<file path="config.mk">
export PLATFORM = sky130hd
export DESIGN_NAME = calc_engine_flat
export DESIGN_NICKNAME = d
export VERILOG_FILES = /design/src/rtl/calc_pkg.sv /design/src/rtl/calc_engine_if.sv /design/src/rtl/bin2bcd_seq.sv /design/src/rtl/calc_engine.sv /design/src/flat_wrapper.sv
export SDC_FILE = /design/constraint.sdc
export NUM_CORES = 1
export LEC_CHECK = 0
export BUFFER_PORTS_ARGS = -buffer_cell sky130_fd_sc_hd__clkbuf_2
export CELL_PAD_IN_SITES_DETAIL_PLACEMENT = 0
export CELL_PAD_IN_SITES_GLOBAL_PLACEMENT = 1
export CORE_MARGIN = 8
export CORE_UTILIZATION = 51
export DETAILED_ROUTE_END_ITERATION = 16
export PLACE_DENSITY_LB_ADDON = 0.1
export SYNTH_ARGS = -nofsm -noshare
export SYNTH_HDL_FRONTEND = slang
export SYNTH_SLANG_ARGS = --single-unit
</file>
<file path="constraint.sdc">
create_clock -name clk -period 11.91 [get_ports clk]
set_input_delay 2.382 -clock clk [delete_from_list [all_inputs] [get_ports clk]]
set_output_delay 2.382 -clock clk [all_outputs]
set_load 0.02 [all_outputs]
</file>
<file path="src/rtl/calc_pkg.sv">
// Shared types and constants for the calculator arithmetic stage.
package calc_pkg;

    localparam int unsigned W           = 10;
    localparam int unsigned RW          = 20;
    localparam int unsigned DIGITS      = 6;
    localparam int unsigned MAX_OPERAND = 999;

    localparam logic [1:0] OP_ADD = 2'b00;
    localparam logic [1:0] OP_SUB = 2'b01;
    localparam logic [1:0] OP_MUL = 2'b10;
    localparam logic [1:0] OP_DIV = 2'b11;

    typedef enum logic [2:0] {
        S_IDLE   = 3'd0,
        S_CHECK  = 3'd1,
        S_ADDSUB = 3'd2,
        S_MUL    = 3'd3,
        S_DIV    = 3'd4,
        S_BCD    = 3'd5,
        S_DONE   = 3'd6
    } state_t;

    typedef struct packed {
        logic [1:0]   op;
        logic         sig1;
        logic         sig2;
        logic [W-1:0] num1;
        logic [W-1:0] num2;
    } calc_req_t;

    // One double-dabble step: add-3 on every digit >= 5, then shift in bit_in.
    function automatic logic [4*DIGITS-1:0] dd_step(input logic [4*DIGITS-1:0] cur,
                                                    input logic                bit_in);
        logic [4*DIGITS-1:0] adj;
        adj = cur;
        for (int i = 0; i < int'(DIGITS); i++) begin
            if (adj[4*i +: 4] >= 4'd5) adj[4*i +: 4] = adj[4*i +: 4] + 4'd3;
        end
        return {adj[4*DIGITS-2:0], bit_in};
    endfunction

endpackage

</file>
<file path="src/rtl/calc_engine_if.sv">
// Request/result bundle between the keypad converter and the arithmetic stage.
interface calc_engine_if;
    import calc_pkg::*;

    logic                start;
    logic [W-1:0]        num1;
    logic [W-1:0]        num2;
    logic                sig1;
    logic                sig2;
    logic [1:0]          op;
    logic                busy;
    logic                done;
    logic                res_sign;
    logic [RW-1:0]       res_mag;
    logic [4*DIGITS-1:0] res_bcd;
    logic                err;

    modport master (output start, num1, num2, sig1, sig2, op,
                    input  busy, done, res_sign, res_mag, res_bcd, err);

    modport slave  (input  start, num1, num2, sig1, sig2, op,
                    output busy, done, res_sign, res_mag, res_bcd, err);
endinterface

</file>
<file path="src/rtl/bin2bcd_seq.sv">
// Sequential double-dabble: the start edge performs the first shift, so the
// last of RW shifts lands RW-1 edges later and done is seen RW edges after start.
module bin2bcd_seq
    import calc_pkg::*;
(
    input  logic                clk,
    input  logic                rst,
    input  logic                start,
    input  logic [RW-1:0]       bin,
    output logic                busy,
    output logic                done,
    output logic [4*DIGITS-1:0] bcd
);
    localparam int unsigned CNT_W = $clog2(RW);

    logic [RW-1:0]    sh_q;
    logic [CNT_W-1:0] cnt_q;

    always_ff @(posedge clk or posedge rst) begin
        if (rst) begin
            sh_q  <= '0;
            cnt_q <= '0;
            busy  <= 1'b0;
            done  <= 1'b0;
            bcd   <= '0;
        end else begin
            done <= 1'b0;
            if (start && !busy) begin
                bcd   <= dd_step('0, bin[RW-1]);
                sh_q  <= bin << 1;
                cnt_q <= CNT_W'(1);
                busy  <= 1'b1;
            end else if (busy) begin
                bcd   <= dd_step(bcd, sh_q[RW-1]);
                sh_q  <= sh_q << 1;
                cnt_q <= cnt_q + CNT_W'(1);
                if (cnt_q == CNT_W'(RW-1)) begin
                    busy <= 1'b0;
                    done <= 1'b1;
                end
            end
        end
    end

endmodule

</file>
<file path="src/rtl/calc_engine.sv">
// Sign-magnitude add/sub/mul/div on 3-digit operands with sequential
// mul/div and a BCD image of the result for the display path.
module calc_engine
    import calc_pkg::*;
(
    input  logic         clk,
    input  logic         rst,
    calc_engine_if.slave bus
);
    localparam int unsigned CNT_W = $clog2(W);

    state_t           state, state_nxt;
    calc_req_t        req_q;
    logic [RW-1:0]    acc_q, mcand_q, mag_q;
    logic [W-1:0]     shr_q, rem_q;
    logic [CNT_W-1:0] cnt_q;
    logic             sign_q;

    logic                operand_bad_c, launch_c, last_step_c, sig2_eff_c;
    logic [W:0]          sum_c, trial_c;
    logic                fits_c;
    logic [W-1:0]        quo_step_c, rem_step_c;
    logic [RW-1:0]       acc_step_c, addsub_mag_c, mag_c;
    logic                addsub_sign_c, sign_c;
    logic                cvt_busy, cvt_done;
    logic [4*DIGITS-1:0] cvt_bcd;

    // Arithmetic step logic; the final mul/div step feeds the converter directly.
    always_comb begin
        operand_bad_c = (req_q.num1 > W'(MAX_OPERAND)) || (req_q.num2 > W'(MAX_OPERAND)) ||
                        ((req_q.op == OP_DIV) && (req_q.num2 == '0));
        last_step_c   = (cnt_q == CNT_W'(W-1));
        sig2_eff_c    = req_q.sig2 ^ (req_q.op == OP_SUB);
        sum_c         = {1'b0, req_q.num1} + {1'b0, req_q.num2};
        addsub_mag_c  = RW'(sum_c);
        addsub_sign_c = req_q.sig1;
        if (req_q.sig1 != sig2_eff_c) begin
            if (req_q.num1 >= req_q.num2) begin
                addsub_mag_c = RW'(req_q.num1 - req_q.num2);
            end else begin
                addsub_mag_c  = RW'(req_q.num2 - req_q.num1);
                addsub_sign_c = sig2_eff_c;
            end
        end

        acc_step_c = acc_q + (shr_q[0] ? mcand_q : '0);
        trial_c    = {rem_q, shr_q[W-1]};
        fits_c     = (trial_c >= {1'b0, req_q.num2});
        rem_step_c = fits_c ? W'(trial_c - {1'b0, req_q.num2}) : trial_c[W-1:0];
        quo_step_c = {shr_q[W-2:0], fits_c};

        mag_c  = '0;
        sign_c = req_q.sig1 ^ req_q.sig2;
        case (state)
            S_ADDSUB: begin
                mag_c  = addsub_mag_c;
                sign_c = addsub_sign_c;
            end
            S_MUL:   mag_c = acc_step_c;
            S_DIV:   mag_c = RW'(quo_step_c);
            default: mag_c = '0;
        endcase
        if (mag_c == '0) sign_c = 1'b0;
    end

    always_ff @(posedge clk or posedge rst) begin
        if (rst) state <= S_IDLE;
        else     state <= state_nxt;
    end

    always_comb begin
        state_nxt = state;
        launch_c  = 1'b0;
        case (state)
            S_IDLE: if (bus.start) state_nxt = S_CHECK;
            S_CHECK: begin
                if (operand_bad_c)             state_nxt = S_DONE;
                else if (req_q.op == OP_MUL)   state_nxt = S_MUL;
                else if (req_q.op == OP_DIV)   state_nxt = S_DIV;
                else                           state_nxt = S_ADDSUB;
            end
            S_ADDSUB: begin
                launch_c  = 1'b1;
                state_nxt = S_BCD;
            end
            S_MUL, S_DIV: begin
                if (last_step_c) begin
                    launch_c  = 1'b1;
                    state_nxt = S_BCD;
                end
            end
            S_BCD:   if (cvt_done && !cvt_busy) state_nxt = S_DONE;
            S_DONE:  state_nxt = S_IDLE;
            default: state_nxt = S_IDLE;
        endcase
    end

    always_ff @(posedge clk or posedge rst) begin
        if (rst) begin
            req_q        <= '0;
            acc_q        <= '0;
            mcand_q      <= '0;
            shr_q        <= '0;
            rem_q        <= '0;
            cnt_q        <= '0;
            mag_q        <= '0;
            sign_q       <= 1'b0;
            bus.busy     <= 1'b0;
            bus.done     <= 1'b0;
            bus.res_sign <= 1'b0;
            bus.res_mag  <= '0;
            bus.res_bcd  <= '0;
            bus.err      <= 1'b0;
        end else begin
            bus.busy <= (state_nxt != S_IDLE);
            bus.done <= (state_nxt == S_DONE);
            case (state)
                S_IDLE: begin
                    if (bus.start) req_q <= {bus.op, bus.sig1, bus.sig2, bus.num1, bus.num2};
                end
                S_CHECK: begin
                    cnt_q   <= '0;
                    acc_q   <= '0;
                    rem_q   <= '0;
                    mcand_q <= RW'(req_q.num1);
                    shr_q   <= (req_q.op == OP_DIV) ? req_q.num1 : req_q.num2;
                    if (operand_bad_c) begin
                        bus.err      <= 1'b1;
                        bus.res_sign <= 1'b0;
                        bus.res_mag  <= '0;
                        bus.res_bcd  <= '0;
                    end
                end
                S_MUL: begin
                    acc_q   <= acc_step_c;
                    mcand_q <= mcand_q << 1;
                    shr_q   <= shr_q >> 1;
                    cnt_q   <= cnt_q + CNT_W'(1);
                end
                S_DIV: begin
                    rem_q <= rem_step_c;
                    shr_q <= quo_step_c;
                    cnt_q <= cnt_q + CNT_W'(1);
                end
                S_BCD: begin
                    if (state_nxt == S_DONE) begin
                        bus.err      <= 1'b0;
                        bus.res_sign <= sign_q;
                        bus.res_mag  <= mag_q;
                        bus.res_bcd  <= cvt_bcd;
                    end
                end
                default: ;
            endcase
            if (launch_c) begin
                mag_q  <= mag_c;
                sign_q <= sign_c;
            end
        end
    end

    bin2bcd_seq u_bin2bcd (
        .clk   (clk),
        .rst   (rst),
        .start (launch_c),
        .bin   (mag_c),
        .busy  (cvt_busy),
        .done  (cvt_done),
        .bcd   (cvt_bcd)
    );

endmodule

</file>
<file path="src/flat_wrapper.sv">
// flat-port wrapper written by rule: the top's interface ports become plain ports
module calc_engine_flat import calc_pkg::*;
  (clk, rst, bus_start, bus_num1, bus_num2, bus_sig1, bus_sig2, bus_op, bus_busy, bus_done, bus_res_sign, bus_res_mag, bus_res_bcd, bus_err);
  calc_engine_if bus_i ();
  input  logic clk;
  input  logic rst;
  input wire logic [$bits(bus_i.start)-1:0] bus_start;
  input wire logic [$bits(bus_i.num1)-1:0] bus_num1;
  input wire logic [$bits(bus_i.num2)-1:0] bus_num2;
  input wire logic [$bits(bus_i.sig1)-1:0] bus_sig1;
  input wire logic [$bits(bus_i.sig2)-1:0] bus_sig2;
  input wire logic [$bits(bus_i.op)-1:0] bus_op;
  output wire logic [$bits(bus_i.busy)-1:0] bus_busy;
  output wire logic [$bits(bus_i.done)-1:0] bus_done;
  output wire logic [$bits(bus_i.res_sign)-1:0] bus_res_sign;
  output wire logic [$bits(bus_i.res_mag)-1:0] bus_res_mag;
  output wire logic [$bits(bus_i.res_bcd)-1:0] bus_res_bcd;
  output wire logic [$bits(bus_i.err)-1:0] bus_err;
  assign bus_i.start = bus_start;
  assign bus_i.num1 = bus_num1;
  assign bus_i.num2 = bus_num2;
  assign bus_i.sig1 = bus_sig1;
  assign bus_i.sig2 = bus_sig2;
  assign bus_i.op = bus_op;
  assign bus_busy = bus_i.busy;
  assign bus_done = bus_i.done;
  assign bus_res_sign = bus_i.res_sign;
  assign bus_res_mag = bus_i.res_mag;
  assign bus_res_bcd = bus_i.res_bcd;
  assign bus_err = bus_i.err;
  calc_engine u_core (.clk(clk), .rst(rst), .bus(bus_i));
endmodule
</file>
==> summary.txt, run 1 <==
Run status
  • Outcome: complete, no violations

Synthesis
  • Post-Syn Area: 0.0121 mm2
  • Leading area contributor after synthesis: dfrtp_1
  • Library cells used by synthesis: 68
  • Register area share after synthesis: 0.435
  • Syn nets: 1,436
  • Asr flop ratio synth: 1.00
  • Most numerous cell in the Yosys netlist: nand2_1
  • Post-synth EDFFs: 0
  • Share of the synthesized area in the top cell type: 0.435
  • Post-Synthesis Cells: around 1,300
  • Synth Area per Inst: 9.09 um2
  • Synth Warn #: 0
  • Top cells by area, synth: dfrtp_1 (43%), ha_1 (7.7%), nand2_1 (6.6%)
  • Most used DFF post-synth: dfrtp_1
  • Flops & latches, synth: 210
  • Most frequent cells after synthesis: nand2_1 (214), dfrtp_1 (210), o21ai_0 (124), nor2_1 (92), ha_1 (74)

Critical path
  • CP top delay family: compound AO/OA/AOI/OAI gates
  • Crit-path slowest cell: a2111oi_0
  • Worst-path fanout max: 16
  • Crit path kind: register to register
  • Reg2reg setup slack: approximately 7.7 ns
  • Worst flop-to-flop path startpoint: u_core.req_q[1]
  • WP buf/inv: 1
  • Critical R2R Capture: u_core.sign_q
  • Data required, critical path: 12.30 ns
  • Crit path launch type: register
  • Worst path cell trace: inv_1 -> ha_1 -> nand2b_1 -> a211o_1 -> a311o_1 -> a31oi_4 -> mux2i_1 -> xnor2_1 -> o21ai_0 -> a2111oi_0 -> and3_1 -> a41oi_1
  • CP arrival: roughly 4.6 ns
  • Worst reg2reg path depth: 12
  • Slowest stage delay, CP: just under 0.8 ns
  • Crit end category: register

Clock network
  • Reg clk slew, reported paths: 0.06 ns
  • Clk sinks: 210
  • Hold buffers post-CTS: 0
  • CTS Buf Count: 24
  • Cts repair resizes: 0
  • Clk root buf: clkbuf_16
  • Deepest clock path buffer count: 3
  • Worst-skew pair later-pin latency: 0.53 ns
  • H-tree depth: 1
  • CTS tree: done
  • Post-CTS setup buffers: 0

Finish
  • Filler Cells Inserted: 2,180
  • Final nets: between 1,000 and 1,500
  • Antenna diode count: 0
  • Post-layout instance area: 0.0135 mm2
  • Area growth, synth to finish: 11.9%
  • Share of layout cells above drive strength 1: 0.108

Placed design
  • Placed inst area: 0.0127 mm2
  • Final RePlAce weighted congestion: 0.946
  • Port Buffers: between 70 and 80
  • HPWL Detailed: 22,700 um

Die
  • Initial Utilization: 0.517
  • Die Ht: 170 um
  • Core area: around 0.023 mm2
  • Core Rows: 56
  • Io pins: 75
  • Die area: 0.0289 mm2
  • Chip width: between 150 and 200 um

Timing
  • Setup tns final: 0 ns
  • Max Freq: roughly 0.24 GHz
  • Final setup fails: 0
  • Final min period: 4.20 ns
  • Slew Limit Fails: 0
  • Worst Max-Slew Pin Slew: 0.973 ns
  • Final Skew: 0.0153 ns
  • Hold Vio Cnt, Final: 0
  • Hold_ws: 0.475 ns
  • Period utilization: 0.353
  • RSZ-0062 raised after global routing: no
  • Relative slew slack: 0.349

Job
  • Maxcap violations: 0

GRT
  • Total grt overflow: 0
  • Vias in the first global route: between 9,000 and 10,000
  • Antenna violations before repair: 0
  • Total global-route track usage: 0.222
  • First-pass GRT wire length: approximately 52,000 um
  • Largest net degree at the start of global routing: between 100 and 150

Pwr
  • Worst IR drop on VDD: 177 uV
  • PwrDens: 284 mW/mm2
  • Leakage Power: around 6.5 nW

Drt
  • Routed wire per std cell: 18.6 um
  • Routed Wire Length: 31,700 um
  • Iter 0 DRT Violations: 660
  • Via Count: 9,719
  • Vias/cell: roughly 5.7
  • ANT nets after route: 0
  • Drt pass-1 iters: 7
  • Drt drc: 0

Hold path
  • Worst min-delay path class: register to register
  • Hold EP: u_core.u_bin2bcd.sh_q[4]
  • Hold path depth: 2
  • Hold_sp: u_core.u_bin2bcd.sh_q[3]
-- state kept, by name (all words and copies together) (netlist names) --
name,flops
u_core.acc_q,20
u_core.bus.busy,1
u_core.bus.done,1
u_core.bus.err,1
u_core.bus.res_bcd,24
u_core.bus.res_mag,20
u_core.bus.res_sign,1
u_core.cnt_q,4
u_core.mag_q,20
u_core.mcand_q,20
u_core.rem_q,10
u_core.req_q,24
u_core.shr_q,10
u_core.sign_q,1
u_core.state,3
u_core.u_bin2bcd.bcd,24
u_core.u_bin2bcd.busy,1
u_core.u_bin2bcd.cnt_q,5
u_core.u_bin2bcd.done,1
u_core.u_bin2bcd.sh_q,19
-- kinds of logic (layout without fill, tap and decap cells) --
kind of cell | Yosys count | after routing | synth area share
AO/OA/AOI/OAI | 374 | 374 | 0.202
XOR/XNOR | 50 | 50 | 0.0362
adder cells (fa/ha/maj) | 79 | 79 | 0.0849
buffers and inverters | 127 | 182 | 0.0417
flip-flops | 210 | 210 | 0.435
multiplexers | 37 | 37 | 0.0312
AND/OR/NAND/NOR | 453 | 453 | 0.169
-- routing by layer --
| metal | vias up | global-route usage | part of all wire |
|---|---|---|---|
| met1 | 4721 | 0.304 | 0.47 |
| met5 | - | 0 | 0 |
| met4 | 0 | 0.0606 | 0.027 |
| li1 | 4753 | - | - |
| met3 | 48 | 0.0345 | 0.046 |
| met2 | 197 | 0.360 | 0.46 |
-- cells in the final DEF, fill, tap and decap left out, types with 4 or more instances in the layout --
master       n
and3_1      10
fa_1         5
o21a_1      15
mux2_2       5
ha_1        74
nand2_1    213
inv_1       53
nand2b_1    15
nor2_1      91
o22ai_1     13
a21oi_1     65
mux2i_1     32
nor4_1       6
a221oi_1    15
nor2b_1     11
or2_2        4
dfrtp_1    208
a211oi_1     6
clkbuf_8     5
o21ai_0    124
o211ai_1     5
buf_4       10
clkbuf_16   24
bufinv_16    4
nor3_1      14
nor3b_1      6
nand3_1     30
xor2_1      18
and2_1      26
a22o_1      50
xnor2_1     32
o31ai_1     24
clkinv_2     5
a21o_1      16
or3_1        5
nand4_1      6
clkbuf_2    74
-- worst max-delay path by stage --
stage,cells past startpoint,from,slack (ns),end
floorplan,1,rst,3.79,u_core.acc_q[0]
global placement,3,rst,7.54,u_core.u_bin2bcd.busy
detailed placement,3,rst,7.53,u_core.u_bin2bcd.busy
CTS,12,u_core.req_q[1],7.74,u_core.sign_q
global route,12,u_core.req_q[1],7.53,u_core.u_bin2bcd.sh_q[14]
finish,12,u_core.req_q[1],7.71,u_core.sign_q
-- power by group --
part           internal, mW  switching [mW]
registers             0.931           0.232
logic                 0.730            1.16
clock network         0.489           0.304
-- final cells by class --
cell class              instances  area [um2]  area share
multi-input cells             993        6360       0.470
flip-flops and latches        210        5260       0.389
clock buffers                  32         681      0.0503
repair buffers                 84         445      0.0329
well taps                     319         399      0.0295
inverters                      54         210      0.0155
clock inverters                12         176      0.0130
-- metrics by stage --
stage | worst slack (ns) | total power [mW] | util | std cells
after floorplan | 3.79 | 2.58 | - | 1330
after global placement | 7.54 | 3.04 | 0.541 | 1660
after detailed placement | 7.53 | 3.05 | 0.541 | 1660
after CTS | 7.74 | 3.86 | 0.578 | 1704
after global routing | 7.53 | 4.15 | 0.578 | 1704
final | 7.71 | 3.84 | 0.578 | 1704
-- worst reg2reg max path: stages, from the launching register on --
cell	delay [ns]
dfrtp_1	0.58
inv_1	0.20
ha_1	0.38
nand2b_1	0.09
a211o_1	0.28
a311o_1	0.34
a31oi_4	0.50
mux2i_1	0.29
xnor2_1	0.14
o21ai_0	0.12
a2111oi_0	0.77
and3_1	0.26
a41oi_1	0.11
Note: power is estimated with default switching activity, not from simulation.
==> run 2, diff against run 1 <==
CORE_UTILIZATION = 48   (was 51)
clock period = 3.9 ns   (was 11.91 ns; I/O delays follow)
==> run 2 against run 1 <==
  * Die area rose by 5.6%
  * Maximum frequency rose by 19%
  * Worst hold slack got worse by 0.058 ns
  * Sequential power rose to 3.1 times the previous value
  * Clock skew fell by 0.0058 ns
  * Clock power rose to 3.1 times the previous value
  * Wire length rose by 5.7%
  * Global-route usage fell by 0.43 points
  * Highest routed layer unchanged
  * Critical endpoint unchanged
  * Largest power group unchanged
  * Core utilization fell by 2.8 points
==> summary.txt, run 2 (synthesis gave the netlist of run 1 again) <==
Run status
  • Outcome: complete, no violations

Drt
  • ANT nets after route: 0 (unchanged)
  • Iter 0 DRT Violations: 758 (+15%)
  • Routed wire per std cell: 19.3 um (+3.5%)
  • Drt drc: 0 (unchanged)
  • Routed Wire Length: 33,500 um (+5.7%)
  • Drt pass-1 iters: 5 (-2)
  • Vias/cell: 5.68 (-0.47%)
  • Via Count: 9,878 (+1.6%)

Placed design
  • Dpl cells: 1,694 (+2.0%)
  • HPWL Detailed: 24,600 um (+8.4%)
  • Port Buffers: 74 (unchanged)
  • Final RePlAce weighted congestion: 0.995 (+5.2%)

Timing
  • Relative slew slack: 0.359 (+0.00979)
  • Hold Vio Cnt, Final: 0 (unchanged)
  • Max Freq: 0.282 GHz (+19%)
  • RSZ-0062 raised after global routing: no
  • Final setup fails: 0 (unchanged)
  • Final Skew: 0.00953 ns (-0.00582 ns)
  • Slew Limit Fails: 0 (unchanged)
  • Final min period: 3.54 ns (-0.658 ns)
  • Worst Max-Slew Pin Slew: 0.958 ns (-0.0146 ns)
  • Setup tns final: 0 ns (unchanged)
  • Period utilization: 0.909 (+0.556)

Finish
  • Antenna diode count: 0 (unchanged)
  • Area growth, synth to finish: 13.6%
  • Most frequent cells in the layout: nand2_1 (213), dfrtp_1 (208), o21ai_0 (124), nor2_1 (92), clkbuf_2 (74)
  • Fin cells: 1,740 (+2.1%)
  • Most common cell after layout, fill and taps aside: nand2_1
  • Top Registers: u_core.bus.res_bcd (24), u_core.req_q (24), u_core.u_bin2bcd.bcd (24)
  • Share of layout cells above drive strength 1: 0.124 (+0.0158)
  • Filler Cells Inserted: 2,335 (+7.1%)
  • Multi-input logic area: 0.00637 mm2 (+0.12%)
  • Final nets: 1,497 (+1.6%)
  • FF+latch area: 0.00526 mm2 (unchanged)

GRT
  • Total grt overflow: 0 (unchanged)
  • Vias in the first global route: 9,740 (+2.4%)
  • Antenna violations before repair: 0 (unchanged)
  • Largest net degree at the start of global routing: 62 (-53%)
  • First-pass GRT wire length: 54,300 um (+4.8%)
  • Total global-route track usage: 0.217 (-0.00426)

Pwr
  • PwrDens: 878 mW/mm2 (+210%)
  • Leakage Power: 6.61 nW (+1.8%)
  • Total power: 12.1 mW (+210%)
  • Worst IR drop on VDD: 477 uV (+170%)

Critical path
  • Worst path cell trace: inv_1 -> ha_1 -> nand2_2 -> a211o_1 -> a311o_1 -> a31oi_4 -> mux2i_1 -> xnor2_1 -> o21ai_0 -> a2111oi_2 -> and3_1 -> a41oi_1
  • Worst reg2reg path depth: 12 (unchanged)
  • Crit path kind: register to register
  • Worst-path fanout max: 9 (-7)
  • Worst flop-to-flop path startpoint: u_core.req_q[4]
  • Crit path launch type: register
  • Reg2reg setup slack: 0.36 ns (-7.35 ns)
  • Slowest stage delay, CP: 0.49 ns (-0.28 ns)
  • Critical R2R Capture: u_core.sign_q
  • CP arrival: 3.94 ns (-0.65 ns)
  • Crit-path slowest cell: a2111oi_2
  • Data required, critical path: 4.29 ns (-8.01 ns)
  • Crit end category: register

Die
  • Die Ht: 175 um (+2.8%)
  • Core Rows: 58 (+3.6%)
  • Initial Utilization: 0.484 (-0.0323)
  • Io pins: 75 (unchanged)
  • Die area: 0.0305 mm2 (+5.6%)
  • Core area: 0.0250 mm2 (+6.7%)
  • Chip width: 175 um (+2.8%)

Clock network
  • Reg clk slew, reported paths: 0.06 ns (about the same)
  • CTS tree: done
  • Worst-skew pair later-pin latency: 0.53 ns (about the same)
  • Post-CTS setup buffers: 0 (unchanged)
  • Hold buffers post-CTS: 0 (unchanged)
  • Clk sinks: 210 (unchanged)
  • CTS Buf Count: 25 (+4.2%)
  • Deepest clock path buffer count: 3 (unchanged)
  • Clk root buf: clkbuf_16
  • H-tree depth: 1 (unchanged)

Job
  • Maxcap violations: 0 (unchanged)

Hold path
  • Worst min-delay path class: input pin to asynchronous set/reset pin
run 2: metal layers:
layer	global-route usage	wire length (um)
met1	0.297	15400
met2	0.342	15100
met3	0.0345	1780
met4	0.0827	1250
met5	0	0
run 2: per-stage QoR:
step                worst slack (ns)  hold slack, ns   util  area, um2
finish                         0.356           0.418  0.550      13700
detailed placement            0.0850           0.458  0.516      12900
floorplan                      0.392           0.439      -      12100
CTS                           0.0562           0.422  0.550      13700
global route                  0.0607           0.450  0.550      13700
global placement               0.288           0.456  0.516      12900
run 2: cell type report:
class | count | share of cell area
multi-input cells | 993 | 0.464
well taps | 330 | 0.0301
flip-flops and latches | 210 | 0.383
clock inverters | 12 | 0.0106
repair buffers | 107 | 0.0468
clock buffers | 34 | 0.0509
inverters | 54 | 0.0150
run 2: how the worst max path moves through the flow:
stage	to	startpoint	slack (ns)
finish	u_core.sign_q	u_core.req_q[4]	0.36
global placement	u_core.sign_q	u_core.req_q[4]	0.29
detailed placement	u_core.sign_q	u_core.req_q[6]	0.08
floorplan	u_core.acc_q[0]	rst	0.39
CTS	u_core.sign_q	u_core.req_q[6]	0.06
global route	u_core.sign_q	u_core.req_q[9]	0.06
run 2: worst max-delay path, delay by kind of cell, from the launching register on:
| kind | cells | cell delay (ns) |
|---|---|---|
| compound gates | 6 | 1.65 |
| xor+xnor | 1 | 0.14 |
| fa+ha+maj | 1 | 0.46 |
| buf+inv | 1 | 0.11 |
| flops | 1 | 0.42 |
| mux | 1 | 0.26 |
| simple gates | 2 | 0.35 |
run 2: timing repair:
action	CTS	global route
gates resized for setup	0	4
endpoints found under the hold margin	0	0
setup endpoints to repair	0	6
run 2: power breakdown:
group	switching [mW]	total, mW	internal, mW	leakage (nW)
clock	0.963	2.42	1.46	0.417
sequential	0.780	3.62	2.84	2.74
combinational	3.64	6.02	2.38	3.45
total	5.39	12.1	6.67	6.61
==> run 3, diff against run 2 <==
CELL_PAD_IN_SITES_DETAIL_PLACEMENT = not set   (was 0)
CELL_PAD_IN_SITES_GLOBAL_PLACEMENT = not set   (was 1)
CORE_UTILIZATION = 55   (was 48)
PLACE_DENSITY = 0.73   (was not set)
PLACE_DENSITY_LB_ADDON = not set   (was 0.1)
==> run 3 against run 2 <==
  * Global-route usage grew 2.2 points
  * Via count grew 0.96%
  * Sequential power is essentially flat
  * Largest power group unchanged
==> summary.txt, run 3 (synthesis gave the netlist of run 1 again) <==
Run status
  • Outcome: complete, no violations

Drt
  • Vias/cell: 5.92 (+4.3%)
  • Met3 Wirelength: 1760 um (-0.96%)
  • Wl on met1: 14,700 um (-4.1%)
  • Drt pass-1 iters: 7 (+2)
  • Routed wire per std cell: 19.1 um (-0.84%)
  • Routed Wire Length: 32,200 um (-4.0%)
  • ANT nets after route: 0 (unchanged)
  • Iter 0 DRT Violations: 907 (+20%)
  • Met2 WL post-DR: 14,300 um (-5.5%)
  • Uppermost routed layer: met4
  • Via Count: 9,973 (+0.96%)
  • Drt drc: 0 (unchanged)

Die
  • Die Ht: 164 um (-6.0%)
  • Initial Utilization: 0.557 (+0.0731)
  • Io pins: 75 (unchanged)
  • Chip width: 164 um (-6.0%)
  • Core Rows: 54 (-6.9%)
  • Core area: 0.0217 mm2 (-13%)
  • Die area: 0.0270 mm2 (-12%)

Finish
  • Share of layout cells above drive strength 1: 0.117 (-0.00730)
  • Antenna diode count: 0 (unchanged)
  • Most common cell after layout, fill and taps aside: nand2_1
  • Final nets: 1,498 (+0.067%)
  • Most frequent cells in the layout: nand2_1 (213), dfrtp_1 (209), o21ai_0 (124), nor2_1 (92)
  • Top Registers: u_core.bus.res_bcd (24), u_core.req_q (24), u_core.u_bin2bcd.bcd (24)
  • Area growth, synth to finish: 12.1%

Pwr
  • Switch Pwr: 5.33 mW (-0.99%)
  • Total power: 11.9 mW (-1.5%)
  • Gate power share: 0.515 (+0.016)
  • Pint: 6.55 mW (-1.8%)
  • Clock Power Share: 0.181 (-0.020)
  • Worst IR drop on VDD: 566 uV (+19%)
  • PwrDens: 877 mW/mm2 (-0.17%)
  • Sequential power share: 0.304 (+0.004)
  • Leakage Power: 6.55 nW (-0.78%)
  • Switch share: 0.449 (+0.00213)

Critical path
  • Worst flop-to-flop path startpoint: u_core.req_q[6]
  • CP Launch Point: u_core.req_q[6]
  • Crit path kind: register to register
  • Crit path launch type: register
  • Worst-path fanout max: 7 (-2)
  • Data required, critical path: 4.27 ns (-0.02 ns)
  • CP arrival: 4.04 ns (+0.10 ns)
  • Crit end category: register

Timing
  • Relative slew slack: 0.383 (+0.0243)
  • Period utilization: 0.941 (+0.0325)
  • Setup tns final: 0 ns (unchanged)
  • Final min period: 3.67 ns (+0.127 ns)
  • Hold_ws: 0.436 ns (+0.0183 ns)
  • RSZ-0062 raised after global routing: no
  • Final setup fails: 0 (unchanged)
  • Worst Max-Slew Pin Slew: 0.925 ns (-0.0330 ns)
  • Hold Vio Cnt, Final: 0 (unchanged)
  • Max Freq: 0.272 GHz (-3.4%)
  • Final Skew: 0.0212 ns (+0.0117 ns)
  • Slew Limit Fails: 0 (unchanged)

GRT
  • Largest net degree at the start of global routing: 140 (+130%)
  • Vias in the first global route: 9,610 (-1.3%)
  • First-pass GRT wire length: 52,100 um (-4.1%)
  • Total grt overflow: 0 (unchanged)
  • Antenna violations before repair: 0 (unchanged)
  • Total global-route track usage: 0.240 (+0.0225)

Hold path
  • Worst min-delay path class: input pin to asynchronous set/reset pin

Clock network
  • Cts repair resizes: 0 (unchanged)
  • H-tree depth: 1 (unchanged)
  • Worst-skew pair later-pin latency: 0.52 ns (about the same)
  • Clk sinks: 210 (unchanged)
  • Reg clk slew, reported paths: 0.06 ns (about the same)
  • CTS tree: done
  • Post-CTS setup buffers: 0 (unchanged)
  • Clk root buf: clkbuf_16
  • CTS Buf Count: 24 (-4.0%)
  • Hold buffers post-CTS: 0 (unchanged)
  • Deepest clock path buffer count: 3 (unchanged)

Placed design
  • Port Buffers: 74 (unchanged)
  • HPWL Detailed: 23,600 um (-4.0%)
  • Final RePlAce weighted congestion: 1.01 (+1.9%)

Job
  • Maxcap violations: 0 (unchanged)
run 3: cell count changes in the layout (fill, tap and decap cells not counted), sizes merged:
cell | before | now
buf | 33 | 35
bufinv | 3 | 2
clkbuf | 108 | 105
clkinv | 7 | 5
clkinvlp | 2 | 1
inv | 54 | 53
run 3: through the flow:
step                      instances  utilization  worst slack [ns]  instance area, um2
after detailed placement       1646        0.591             0.244               12800
after global placement         1646        0.591             0.321               12800
after global routing           1684        0.625            0.0349               13600
after CTS                      1684        0.625             0.216               13600
after floorplan                1330            -             0.392               12100
final                          1684        0.625             0.229               13600
run 3: layout make-up:
| class | count | area (um2) |
|---|---|---|
| fillers | 1827 | 8140 |
| multi-input cells | 993 | 6360 |
| flip-flops and latches | 210 | 5260 |
| repair buffers | 109 | 646 |
| clock buffers | 31 | 637 |
| well taps | 280 | 350 |
| inverters | 54 | 206 |
| clock inverters | 7 | 100 |
run 3: critical path, stage by stage (launching register included):
cell and delay, ns:
dfrtp_1 0.43, inv_1 0.11, ha_1 0.48, nand4_1 0.17
nor3_1 0.26, nor2_1 0.15, a31oi_4 0.34, mux2i_1 0.26
xnor2_1 0.15, o21ai_0 0.14, a2111oi_1 0.56, buf_4 0.21
and3_1 0.15, a41oi_1 0.11
run 3: per-layer routing:
layer / GRT usage / vias up
met1: 0.329 / 4808
met5: 0 / -
met3: 0.0343 / 78
li1: - / 4800
met4: 0.102 / 0
met2: 0.375 / 287
run 3: path summary, 6_finish.rpt:
path / to / slack, ns / depth (start not counted)
setup reg to reg: u_core.sign_q / 0.23 / 13
hold reg to reg: u_core.u_bin2bcd.sh_q[2] / 0.48 / 2
hold / removal: u_core.bus.res_bcd[12] / 0.44 / 3
max in group asynchronous: u_core.req_q[16] / 2.69 / 3
min in group clk: u_core.req_q[13] / 0.46 / 3
setup / recovery: u_core.sign_q / 0.23 / 13
run 3: power by group through the flow:
stage	Sequential (mW)	Combinational (mW)	Clock [mW]
2_1_floorplan	3.35	4.54	0
3_3_place_gp	3.61	5.97	0
3_5_place_dp	3.62	6.03	0
4_1_cts	3.59	6.06	2.21
5_1_grt	3.71	6.74	2.30
6_report	3.61	6.12	2.15
